===== src/rtl/fetch_unit.sv =====
// Byte-serial instruction fetch for a Y86-64 style front end.
// The unit pulls one instruction byte per imem handshake. The first byte
// determines the instruction length. It then presents the decoded fields on a
// valid/ready port and waits for the PC-update stage to supply the next PC.
module fetch_unit #(
  parameter logic [63:0] RESET_PC = 64'h0
) (
  input  logic        clk,
  input  logic        reset_n,
  output logic [63:0] imem_addr,
  output logic        imem_req,
  input  logic [7:0]  imem_rdata,
  input  logic        imem_ack,
  input  logic        imem_err,
  output logic        out_valid,
  input  logic        out_ready,
  output logic [63:0] pc,
  output logic [63:0] valP,
  output logic [63:0] valC,
  output logic [3:0]  icode,
  output logic [3:0]  ifun,
  output logic [3:0]  rA,
  output logic [3:0]  rB,
  output logic        instr_invalid,
  output logic        imem_error,
  output logic        halted,
  input  logic        pc_load,
  input  logic [63:0] new_pc
);

  localparam logic [2:0] IDLE    = 3'd0;
  localparam logic [2:0] FETCH   = 3'd1;
  localparam logic [2:0] OUT     = 3'd2;
  localparam logic [2:0] WAIT_PC = 3'd3;
  localparam logic [2:0] HALT    = 3'd4;

  logic [2:0]  state;
  logic [63:0] fetch_pc;   // PC of the instruction being fetched
  logic [3:0]  count;      // bytes of the current instruction already captured
  logic [3:0]  ilen;       // instruction length, known once byte 0 is in

  // Instruction length from the opcode; unknown opcodes are one byte long.
  function automatic logic [3:0] len_of(input logic [3:0] ic);
    case (ic)
      4'h2, 4'h6, 4'hA, 4'hB: len_of = 4'd2;
      4'h7, 4'h8:             len_of = 4'd9;
      4'h3, 4'h4, 4'h5:       len_of = 4'd10;
      default:                len_of = 4'd1;
    endcase
  endfunction

  // Formats whose byte 1 carries the register specifier pair.
  function automatic logic has_regs(input logic [3:0] ic);
    case (ic)
      4'h2, 4'h3, 4'h4, 4'h5, 4'h6, 4'hA, 4'hB: has_regs = 1'b1;
      default:                                  has_regs = 1'b0;
    endcase
  endfunction

  logic [3:0] byte_len;
  logic       last_byte;
  logic [3:0] const_idx;

  // Length is taken straight from the incoming byte while byte 0 is on the bus.
  always_comb begin
    byte_len  = (count == 4'd0) ? len_of(imem_rdata[7:4]) : ilen;
    last_byte = (count == byte_len - 4'd1);
    const_idx = count - (has_regs(icode) ? 4'd2 : 4'd1);
  end

  assign imem_addr = fetch_pc + {60'd0, count};
  assign imem_req  = (state == FETCH);
  assign out_valid = (state == OUT);
  assign halted    = (state == HALT);

  // Fetch sequencer: byte capture, decode, output hold and PC reload.
  always_ff @(posedge clk or negedge reset_n) begin
    if (!reset_n) begin
      state         <= IDLE;
      fetch_pc      <= RESET_PC;
      count         <= 4'd0;
      ilen          <= 4'd1;
      pc            <= 64'd0;
      valP          <= 64'd0;
      valC          <= 64'd0;
      icode         <= 4'h0;
      ifun          <= 4'h0;
      rA            <= 4'hF;
      rB            <= 4'hF;
      instr_invalid <= 1'b0;
      imem_error    <= 1'b0;
    end else begin
      case (state)
        IDLE: begin
          count <= 4'd0;
          state <= FETCH;
        end
        FETCH: begin
          if (imem_ack) begin
            if (imem_err) begin
              // Abort: present whatever has been decoded so far.
              imem_error <= 1'b1;
              pc         <= fetch_pc;
              valP       <= fetch_pc + {60'd0, (count == 4'd0) ? 4'd1 : ilen};
              count      <= 4'd0;
              state      <= OUT;
            end else begin
              if (count == 4'd0) begin
                icode         <= imem_rdata[7:4];
                ifun          <= imem_rdata[3:0];
                instr_invalid <= (imem_rdata[7:4] > 4'hB);
                ilen          <= len_of(imem_rdata[7:4]);
              end else if (count == 4'd1 && has_regs(icode)) begin
                rA <= imem_rdata[7:4];
                rB <= imem_rdata[3:0];
              end else begin
                // Little-endian: constant byte k lands in bits [8k+7:8k].
                valC[{const_idx[2:0], 3'b000} +: 8] <= imem_rdata;
              end
              if (last_byte) begin
                pc    <= fetch_pc;
                valP  <= fetch_pc + {60'd0, byte_len};
                count <= 4'd0;
                state <= OUT;
              end else begin
                count <= count + 4'd1;
              end
            end
          end
        end
        OUT: begin
          if (out_ready) begin
            if (icode == 4'h0 || imem_error || instr_invalid) begin
              state <= HALT;
            end else begin
              state <= WAIT_PC;
            end
          end
        end
        WAIT_PC: begin
          if (pc_load) begin
            // Start from a clean field set so unused fields read as defaults.
            fetch_pc      <= new_pc;
            count         <= 4'd0;
            icode         <= 4'h0;
            ifun          <= 4'h0;
            rA            <= 4'hF;
            rB            <= 4'hF;
            valC          <= 64'd0;
            instr_invalid <= 1'b0;
            imem_error    <= 1'b0;
            state         <= FETCH;
          end
        end
        HALT: state <= HALT;
        default: state <= IDLE;
      endcase
    end
  end

endmodule


===== config.mk =====
export PLATFORM = sky130hd
export DESIGN_NAME = fetch_unit
export DESIGN_NICKNAME = d
export VERILOG_FILES = /design/src/rtl/fetch_unit.sv
export SDC_FILE = /design/constraint.sdc
export NUM_CORES = 1
export LEC_CHECK = 0
export CORE_ASPECT_RATIO = 1.75
export CORE_MARGIN = 5
export CORE_UTILIZATION = 45
export DETAILED_ROUTE_END_ITERATION = 12
export GPL_ROUTABILITY_DRIVEN = 1
export PLACE_DENSITY = 0.82
export SETUP_SLACK_MARGIN = 0.15
export SYNTH_ARGS = -nofsm -noshare
export SYNTH_HDL_FRONTEND = slang
export SYNTH_SLANG_ARGS = --single-unit

===== constraint.sdc =====
create_clock -name clk -period 7.1 [get_ports clk]
set_input_delay 0.71 -clock clk [delete_from_list [all_inputs] [get_ports clk]]
set_output_delay 0.71 -clock clk [all_outputs]
set_load 0.03 [all_outputs]

* After elaboration in Yosys (flattened, before gate mapping)
Memory sizes are Yosys's and may differ from the RTL's. A register that Yosys moved wholly into a read port is not among the register bits. Index checks and enable logic that the tools add are counted.
Cells by class: shift-type cells 2, multiplexer cells 58, equal/unequal tests 23, add/subtract/negate cells 7, reduce and logical (&&, ||, !) cells 20, $mul 0, divide/modulo/power cells 0, magnitude comparators 1, bitwise operators 1
Operators with widths (count):
- two-way mux 64 bit | 9
- adder 64 x 4 -> 64 bit | 3
- one-hot mux 64 bit (2 select lines) | 1
- two-way mux 4 bit | 21
- bitwise mux 64 bit | 1
- variable shift 8 x 8 -> 64 bit, first input constant | 1
- variable part select 8 x 8 -> 64 bit | 1
- one-hot mux 4 bit (2 select lines) | 4
- two-way mux 3 bit | 6
- one-hot mux 3 bit (5 select lines) | 1
- equality test 4 x 3 -> 1 bit, second input constant | 3
- one-hot mux 4 bit (3 select lines) | 1
- AND reduction 4 bit | 3
- AND reduction 6 bit | 2
- two-way mux 1 bit | 11
- != test 2 x 1 -> 1 bit, second input constant | 5
- equality test 4 x 2 -> 1 bit, second input constant | 2
- equality test 4 bit, second input constant | 2
- zero test 4 bit | 2
- != test 2 bit, second input constant | 4
- negation 6 -> 8 bit | 1
- OR reduction 7 bit | 1
- equality test 3 x 2 -> 1 bit, second input constant | 2
- AND reduction 3 bit | 2
- 20 further kinds | 23
Storage, ports and cells: input port bits 78, bits in writable memories 0, memories 2, ROM bits 96, bits in latches 0, register bits after elaboration 285, logic and storage cells 127, output and inout port bits 277
Memory list:
- (no name shown) | words 16, bits a word 3, read ports 1, clocked after Yosys merged registers in 1, wr ports 0, line 44 | case (ic)
- (no name shown) | words 16, bits a word 3, read ports 1, clocked after Yosys merged registers in 0, wr ports 0, line 44

* Depth between registers and ports, before layout
Gate-level depths: netlist of the first run.
depth in word-level cells 13, gate-level depth with buffers 16, gate-level depth less buffers 14

* Least setup slack after synthesis of the first run
No wires, ideal clock.
path kind input to register, start point in imem_rdata[5], end point reg valP[60], setup slack 3454 ps, path buffers 2, stages on the path 15, arrival time 3521 ps, setup time 125 ps, path through clkbuf_1 -> a21o_1 -> a21o_1 -> nor3_1 -> nor2_1 -> ha_1 -> inv_1 -> fa_1 -> and3b_1 -> or2_2 -> clkbuf_1 -> nand4_1 -> nor4_1 -> xor2_1 -> mux2_4
On the way: word-level cells in the longest chain between the ends 6, elaborated cells between the ends (all ways) 9, classes of those cells add/sub (2); eq/ne (1); mux (3); reduce/logical (2); memory (1)
RTL lines:
- from (decl) | line 12 | input logic [7:0] imem_rdata,
- memory (16 x 3 bit) (*)
- two-way mux 4 bit (*) | line 66 | byte_len = (count == 4'd0) ? len_of(imem_rdata[7:4]) : ilen;
- parallel branches: the longest is 4 deep, another holds adder 64 x 4 -> 64 bit
- to (signal assigned) | line 104 | valP <= fetch_pc + {60'd0, (count == 4'd0) ? 4'd1 : ilen};
- to (signal assigned) | line 122 | valP <= fetch_pc + {60'd0, byte_len};
- to (decl) | line 18 | output logic [63:0] valP,
Mark *: on every way between the ends. The select of a mux whose other input is x is not followed. A chain may end at the register's enable or synchronous reset.

* Final worst setup path of the first run
start point reg count[0], end point out imem_addr[34]
On the way: word-level cells in the longest chain between the ends 1
RTL lines:
- from (decl) | line 39 | logic [3:0] count;
- from (signal assigned) | line 126 | count <= count + 4'd1;
- adder 64 x 4 -> 64 bit | line 71 | assign imem_addr = fetch_pc + {60'd0, count};
- to (decl) | line 10 | output logic [63:0] imem_addr,
Every way passes these cells.

==> impl_metrics.toml, run 1 <==
[worst_setup_path]
worstSetupPathType = "flip-flop to output pin"
critPathMaxFanout = 8
cp_slowest_stage_delay_ns = 0.77
rr_startpoint = "count[1]"
cp-start-kind = "flip-flop"
end_kind = "output pin"
cp.required_ns = 6.39
arrival_ns = 4.26
r2r_slack_ns = 2.65
slowest_stage = "nor3b_1"
crit_path_cell_trace = "ha_1 > inv_1 > fa_1 > nor2b_1 > o21a_1 > o211a_1 > nor3b_1 > nand2_1 > xnor2_1 > clkdlybuf4s50_1"
r2r_cells = 13
r2r-end = "valP[60]"

[route]
vias = 11100
antenna_left = 0
wirelength_um = 48700
drt_iter0_markers = 593
via_per_inst = 5.69
first_pass_iters = 5
drc = 0
wl_per_cell_um = 24.9

[clocking]
clock_path_buffers = 3
post_cts_buffers = 0
clkTransAtPathRegs_ns = 0.06
hold_buffers = 0
ctsResizeCount = 0
worst_skew_pair.late_latency_ns = 0.55
cts-root-buf = "clkbuf_16"
cts_tree = "built"
clock-sinks = 284
cts-buffers-inserted = 27
htreeDepth = 1

[die]
rows = 87
io_pins = 355
die_area_sq_mm = 0.0363
die_y_um = 248
start_util_pct = 45.4
dieWidth_um = 146
core_area_sq_mm = 0.0321

[global_routing]
antenna_found_initial = 2
busiest_layer = "met2"
grt_pass1_wl_um = 73300
use_met2_pct = 48.1
grt_use_total_pct = 26.2
met1_usage_pct = 27.2
use_met3_pct = 6.15
grt_pass1_vias = 11900
grt-ovfl-total = 0
grt_max_degree = 78

[sta]
fmax_mhz = 201
setup_viol = 0
report.final.slew_viol_count = 0
clock_skew_ns = 0.0149
slew_headroom_pct = 21.8
hold_viol = 0
fin_crit_ns = 4.97
setup-tns-final_ns = 0
period_share_pct = 70.1
worstMarginPinSlew_ns = 1.17
rsz0062_at_grt = "no"
setup_slack_ns = 2.13

[pwr]
p_leak_nw = 8.45
vdd_drop_max_uv = 280
p_per_area_mw_per_mm2 = 548
finalPower_w = 0.0105

[synthesis]
syn_inst = 1237
syn-cell-area_sq_mm = 0.0146
synth-async-reset-ratio_pct = 100
synth_seq_area_share_pct = 48.8
synth_edf_count = 0
ys_ff_latch = 284
synthDistinctLibCells = 64
synth-main-ff-cell = "dfrtp_1"
synth_fp_nets = 1332
syn_avg_cell_area_sq_um = 11.8
ys_warn_count = 0

[place]
dpl_cell_area_sq_mm = 0.0183
dp_hpwl_um = 37400
place.gp.congestion = 1.03
dp_cells = 1909
place_ws_ns = 2.37
port_buffers = 354

[layout]
stdcell_count = 1959
fin_nets = 1633
layout_commonest_cell = "clkdlybuf4s50_1"
fin_area_sq_mm = 0.0192
drive_above_1_share_pct = 16.2
final_cell_mix = "353 x clkdlybuf4s50_1, 275 x dfrtp_1, 106 x mux2_4"
area.growth.synth_to_final_pct = 31.7

[run_status]
outcome = "finished clean"

[min_path]
hp-class = "primary input to asynchronous set/reset pin"

[job]
maxCapViolCount = 0
[power by group]
part	switching (W)	internal, W
registers	0.000946	0.00236
clock network	0.000647	0.000900
logic	0.00307	0.00260
total	0.00466	0.00586
[logic make-up (layout without fill, tap and decap cells)]
group	count (synthesis)	after routing	synth area share, %
compound gates	120	120	6.42
xor+xnor	126	126	7.57
fa+ha+maj	17	17	1.61
buf+inv	125	446	4.12
flops	284	284	48.8
mux	208	208	18.6
other cells	0	1	0
simple gates	357	357	12.8
[per-stage QoR]
| step | hold slack [ns] | utilization [%] |
|---|---|---|
| 6_report | 0.119 | 59.8 |
| 5_1_grt | 0.144 | 59.8 |
| 4_1_cts | 0.111 | 59.8 |
| 3_5_place_dp | 0.462 | 56.9 |
| 3_3_place_gp | 0.461 | 56.9 |
| 2_1_floorplan | 0.414 | - |
[critical path, delay by kind of cell (launching register included)]
kind	cells	cell delay, ns
DFF	1	0.50
and+or+nand+nor	3	1.08
buffers and inverters	2	0.76
xor gates and xnor gates	1	0.25
AOI/OAI and AO/OA	2	0.50
adders and majority gates	2	0.62
[final cells by class]
class                           instances  area, sq um
Fill cell                            2611        12900
Antenna cell                            1         2.50
Clock inverter                         14          189
Timing Repair Buffer                  363         3630
Multi-Input combinational cell        828         6880
Clock buffer                           35          756
Inverter                               34          128
Tap cell                              400          500
Sequential cell                       284         7120
[how the worst max path moves through the flow]
stage,start,end,cells after the start
floorplan,imem_rdata[5],valP[60],15
global placement,imem_rdata[5],valP[56],13
detailed placement,imem_rdata[5],valP[60],13
CTS,count[0],imem_addr[34],10
global route,count[0],imem_addr[34],10
finish,count[0],imem_addr[34],10
[per-layer routing]
metal	part of all wire [%]	up-vias
met2	52	525
met3	7.1	140
met4	6.6	0
li1	-	4968
met5	0	-
met1	34	5511
[cells in the mapped netlist, types with 22 or more instances]
| library cell | count | area [sq um] |
|---|---|---|
| nand3_1 | 33 | 165 |
| inv_1 | 33 | 124 |
| xor2_1 | 61 | 534 |
| nand4_1 | 36 | 225 |
| clkbuf_1 | 56 | 210 |
| o2bb2ai_1 | 29 | 254 |
| nor3_1 | 28 | 140 |
| mux2_4 | 106 | 1590 |
| dfrtp_1 | 275 | 6880 |
| nor4_1 | 22 | 138 |
| a22o_1 | 33 | 289 |
| nor2_1 | 63 | 236 |
| mux2_2 | 67 | 754 |
| xnor2_1 | 65 | 569 |
| nand2_1 | 91 | 342 |
[flip-flops by register name, indices dropped and copies added (netlist names), 4 cells and up]
register,count
valP,64
rA,4
rB,4
icode,4
fetch_pc,64
pc,64
ifun,4
valC,64
count,4
No activity file was read; power rests on OpenSTA's default activity.
==> run 2, diff against run 1 <==
--- a/config.mk
+++ b/config.mk
@@ -10,7 +10,7 @@
 export CORE_UTILIZATION = 45
 export DETAILED_ROUTE_END_ITERATION = 12
 export GPL_ROUTABILITY_DRIVEN = 1
-export PLACE_DENSITY = 0.82
+export PLACE_DENSITY = 0.85
 export SETUP_SLACK_MARGIN = 0.15
 export SYNTH_ARGS = -nofsm -noshare
 export SYNTH_HDL_FRONTEND = slang
==> constraint.sdc (replaced) <==
create_clock -name clk -period 4.36 [get_ports clk]
set_input_delay 0.436 -clock clk [delete_from_list [all_inputs] [get_ports clk]]
set_output_delay 0.436 -clock clk [all_outputs]
set_load 0.03 [all_outputs]
==> impl_metrics.toml, run 2 (synthesis gave the netlist of run 1 again) <==
[clocking]
cts-buffers-inserted = 27
clock_path_buffers = 3
htreeDepth = 1
worst_skew_pair.late_latency_ns = 0.56
cts_tree = "built"
cts-root-buf = "clkbuf_16"
clock-sinks = 284
clkTransAtPathRegs_ns = 0.07

[layout]
fin_area_sq_mm = 0.0195
final_cell_mix = "342 x clkdlybuf4s50_1, 269 x dfrtp_1, 106 x mux2_4"
layout_commonest_cell = "clkdlybuf4s50_1"
drive_above_1_share_pct = 19.0
diodes = 0
final_util_pct = 60.8
area.growth.synth_to_final_pct = 34.0
fin_nets = 1666

[sta]
setup-tns-final_ns = 0
slew_headroom_pct = 34.2
hold_viol = 0
report.final.slew_viol_count = 0
rsz0062_at_grt = "yes"
period_share_pct = 95.9
setup_slack_ns = 0.179
fmax_mhz = 239
worstMarginPinSlew_ns = 0.980
clock_skew_ns = 0.0177
setup_viol = 0
fin_crit_ns = 4.18

[min_path]
hp-class = "flip-flop to flip-flop"

[global_routing]
grt-ovfl-total = 0
grt_max_degree = 116
grt_use_total_pct = 27.1
antenna_found_initial = 1
grt_pass1_wl_um = 76000
grt_pass1_vias = 12200

[route]
vias = 11400
via_per_inst = 5.74
drt_iter0_markers = 673
first_pass_iters = 6
drc = 0
antenna_left = 0
wirelength_um = 50700
wl_per_cell_um = 25.5

[die]
start_util_pct = 45.4
io_pins = 355
dieWidth_um = 146
die_area_sq_mm = 0.0363
die_y_um = 248
core_area_sq_mm = 0.0321
rows = 87

[worst_setup_path]
critPathMaxFanout = 11
arrival_ns = 3.74
end_kind = "output pin"
cp-start-kind = "flip-flop"
worstSetupPathType = "flip-flop to output pin"
cp.required_ns = 3.92

[place]
port_buffers = 354
dp_hpwl_um = 38100
place.gp.congestion = 0.986
place_ws_ns = 0.221
dpl_cell_area_sq_mm = 0.0185

[job]
maxCapViolCount = 0

[pwr]
p_per_area_mw_per_mm2 = 889
p_leak_nw = 8.71
vdd_drop_max_uv = 440

[run_status]
outcome = "finished clean"
-- run 2: changes by cell type in the layout (fill, tap and decap cells not counted), moves of 2 or more --
cell	delta
dfrtp_1	-6
clkdlybuf4s15_2	+2
inv_6	+3
buf_12	+3
buf_4	+28
dfrtp_2	+6
clkbuf_1	-3
clkdlybuf4s50_1	-11
nor2_1	-2
clkinv_2	+3
dlymetal6s2s_1	+4
dlygate4sd2_1	+5
-- run 2: repair_timing --
item                                    in CTS  in global routing
pin swaps                                    0                  3
endpoints found under the hold margin       70                  0
gates cloned                                 0                  1
endpoints found under the setup margin      21                131
buffers inserted                             0                  3
hold buffers                                 1                  0
gates resized for setup                     18                 13
-- run 2: metrics by stage --
stage / std cells / hold slack (ns) / total power, W
finish: 1992 / 0.469 / 0.0174
global route: 1992 / 0.468 / 0.0181
CTS: 1988 / 0.464 / 0.0174
detailed placement: 1937 / 0.465 / 0.0148
global placement: 1937 / 0.460 / 0.0146
floorplan: 1237 / 0.140 / 0.0109
-- run 2: layout make-up --
type,count,area [sq um]
Clock buffer,32,744
Multi-Input combinational cell,829,6930
Inverter,34,128
Sequential cell,284,7130
Tap cell,400,500
Timing Repair Buffer,395,3920
Clock inverter,18,193
Fill cell,2499,12600
-- run 2: path summary, 6_finish.rpt --
check,depth (start not counted),to,slack (ns),startpoint
max,8,imem_addr[56],0.18,fetch_pc[12]
min,2,rA[0],0.47,rA[0]
max reg2reg,14,valP[32],0.34,count[1]
min reg2reg,2,rA[0],0.47,rA[0]
max in group asynchronous,3,rA[1],2.72,reset_n
min in group asynchronous,2,pc[34],0.52,reset_n
-- run 2: critical path, cell delays in order, from the launching register on --
cell and delay [ns]:
dfrtp_2 0.53, nand2_1 0.22, nor4_1 0.44, buf_4 0.22, nand3_1 0.31, nor2_2 0.42
nand2_1 0.13, xnor2_1 0.20, clkdlybuf4s50_1 0.70
-- run 2: routing by layer --
layer  vias to the layer above  track usage, %  wire [um]
met4                         0            14.4       2940
met1                      5649            27.8      17100
met2                       624            51.1      26800
met5                         -               0          0
li1                       5011               -          -
met3                       147            6.32       3930
-- run 2: power by group --
group | internal [W] | switching (W)
Sequential | 0.00385 | 0.00140
Clock | 0.00141 | 0.00111
Combinational | 0.00433 | 0.00527
==> run 3, diff against run 2 <==
==> constraint.sdc (replaced) <==
create_clock -name clk -period 4.36 [get_ports clk]
set_input_delay 1.09 -clock clk [delete_from_list [all_inputs] [get_ports clk]]
set_output_delay 1.09 -clock clk [all_outputs]
set_load 0.03 [all_outputs]
==> impl_metrics.toml, run 3 (synthesis gave the netlist of run 1 again) <==
[layout]
fin_nets = 1750
drive_above_1_share_pct = 26.3
layout_commonest_cell = "clkdlybuf4s50_1"
final_cell_mix = "297 x clkdlybuf4s50_1, 265 x dfrtp_1, 128 x buf_4"
fillers = 2427
area.growth.synth_to_final_pct = 39.8

[global_routing]
grt_max_degree = 105
grt-ovfl-total = 0
grt_pass1_vias = 12700
grt_pass1_wl_um = 77600
grt_use_total_pct = 27.7
antenna_found_initial = 3

[route]
drc = 0
first_pass_iters = 5
drt_iter0_markers = 724
antenna_left = 0
wl_per_cell_um = 24.8
wirelength_um = 51500
via_per_inst = 5.70
vias = 11800

[pwr]
swShare_pct = 44.1
pwr-share-clk_pct = 15.1
p_int_w = 0.0100
p_per_area_mw_per_mm2 = 877
p_sw_w = 0.00788
vdd_drop_max_uv = 474
finalPower_w = 0.0179
p_leak_nw = 9.26
seqPwrFrac_pct = 27.7
p_comb_share_pct = 57.2

[clocking]
clock-sinks = 284
worst_skew_pair.late_latency_ns = 0.56
cts-root-buf = "clkbuf_16"
clock_path_buffers = 3
htreeDepth = 1
hold_buffers = 0
cts-buffers-inserted = 27
clkTransAtPathRegs_ns = 0.07
cts_tree = "built"

[run_status]
outcome = "finished clean"

[sta]
period_share_pct = 95.8
setup-tns-final_ns = 0
fmax_mhz = 239
setup_viol = 0
rsz0062_at_grt = "yes"
worstMarginPinSlew_ns = 1.03
fin_crit_ns = 4.18
report.final.slew_viol_count = 0
setup_slack_ns = 0.182
hold_viol = 0
clock_skew_ns = 0.0160
slew_headroom_pct = 31.6

[job]
maxCapViolCount = 0

[worst_setup_path]
cp.required_ns = 3.27
crit_path_cell_trace = "inv_1 > fa_2 > nor2b_1 > o21a_2 > o211ai_4 > or4b_4 > buf_6 > nor3_4 > xor2_1 > buf_4"
slowest_stage = "or4b_4"
critPathMaxFanout = 4
end_kind = "output pin"
arrival_ns = 3.09
worstSetupPathType = "flip-flop to output pin"
cp_slowest_stage_delay_ns = 0.54
cp-start-kind = "flip-flop"

[die]
start_util_pct = 45.4
die_y_um = 248
die_area_sq_mm = 0.0363
core_area_sq_mm = 0.0321
rows = 87
io_pins = 355
dieWidth_um = 146

[place]
dp_hpwl_um = 39500
place.gp.congestion = 0.997
place_ws_ns = -0.205
port_buffers = 354

[min_path]
hp-class = "primary input to asynchronous set/reset pin"
## run 3: cell count changes in the layout (fill, tap and decap cells not counted), sizes merged, moves of 3 or more
cell / delta
inv: -3
clkinv: -4
dlygate4sd2: +21
bufinv: +4
clkinvlp: +5
buf: +106
clkdlybuf4s50: -45
diode: +3
## run 3: metal layers
metal | share of wire [%] | vias to the layer above | track usage, %
li1 | - | 5174 | -
met1 | 34 | 5886 | 28.8
met2 | 52 | 623 | 51.3
met3 | 7.5 | 163 | 6.22
met4 | 6.5 | 2 | 15.7
met5 | 0.039 | - | 0
## run 3: per-stage QoR
stage | instances | hold WS (ns) | utilization (%) | area, sq um
2_1_floorplan | 1237 | 0.472 | - | 14600
3_3_place_gp | 2014 | 0.461 | 59.6 | 19100
3_5_place_dp | 2014 | 0.461 | 59.6 | 19100
4_1_cts | 2072 | 0.441 | 63.1 | 20300
5_1_grt | 2076 | 0.463 | 63.5 | 20400
6_report | 2078 | 0.447 | 63.5 | 20400
## run 3: path summary, 6_finish.rpt
path                                  start       endpoint  slack, ns  depth (start not counted)
worst min register to register        rB[2]          rB[2]       0.47                          2
min in group clk                      rB[2]          rB[2]       0.47                          2
worst min-delay path                reset_n   fetch_pc[32]       0.45                          1
max in group asynchronous           reset_n   fetch_pc[48]       2.93                          2
worst max-delay path            fetch_pc[1]  imem_addr[54]       0.18                         10
worst max register to register     count[1]       valP[45]       0.40                         15
## run 3: timing repair
action | CTS | global route
buffers inserted | 9 | 3
setup endpoints to repair | 55 | 34
gates resized for setup | 97 | 41
pin swaps | 12 | 10
## run 3: power by group through the flow
stage	combinational, W	clock, W	sequential [W]
finish	0.0102	0.00270	0.00495
global route	0.0107	0.00285	0.00507
CTS	0.0102	0.00274	0.00493
detailed placement	0.0102	0	0.00494
global placement	0.0101	0	0.00490
floorplan	0.00471	0	0.00615
## run 3: area by class of cell
class / instances / area (sq um) / share of cell area (%)
timing repair buffer: 480 / 4540 / 22.2
clock buffer: 29 / 693 / 3.40
antenna: 3 / 7.51 / 0.0368
inverter: 34 / 128 / 0.626
clock inverter: 20 / 312 / 1.53
sequential: 284 / 7130 / 35.0
tap: 400 / 500 / 2.45
multi-input combinational: 828 / 7090 / 34.7
## run 3: worst max-delay path, delay by kind of cell, from the launching register on
family	cells	cell delay, ns
XOR/XNOR	1	0.16
buffers and inverters	3	0.45
AO/OA/AOI/OAI	2	0.29
AND/OR/NAND/NOR	3	0.81
flip-flops	1	0.41
adder cells (fa/ha/maj)	1	0.41
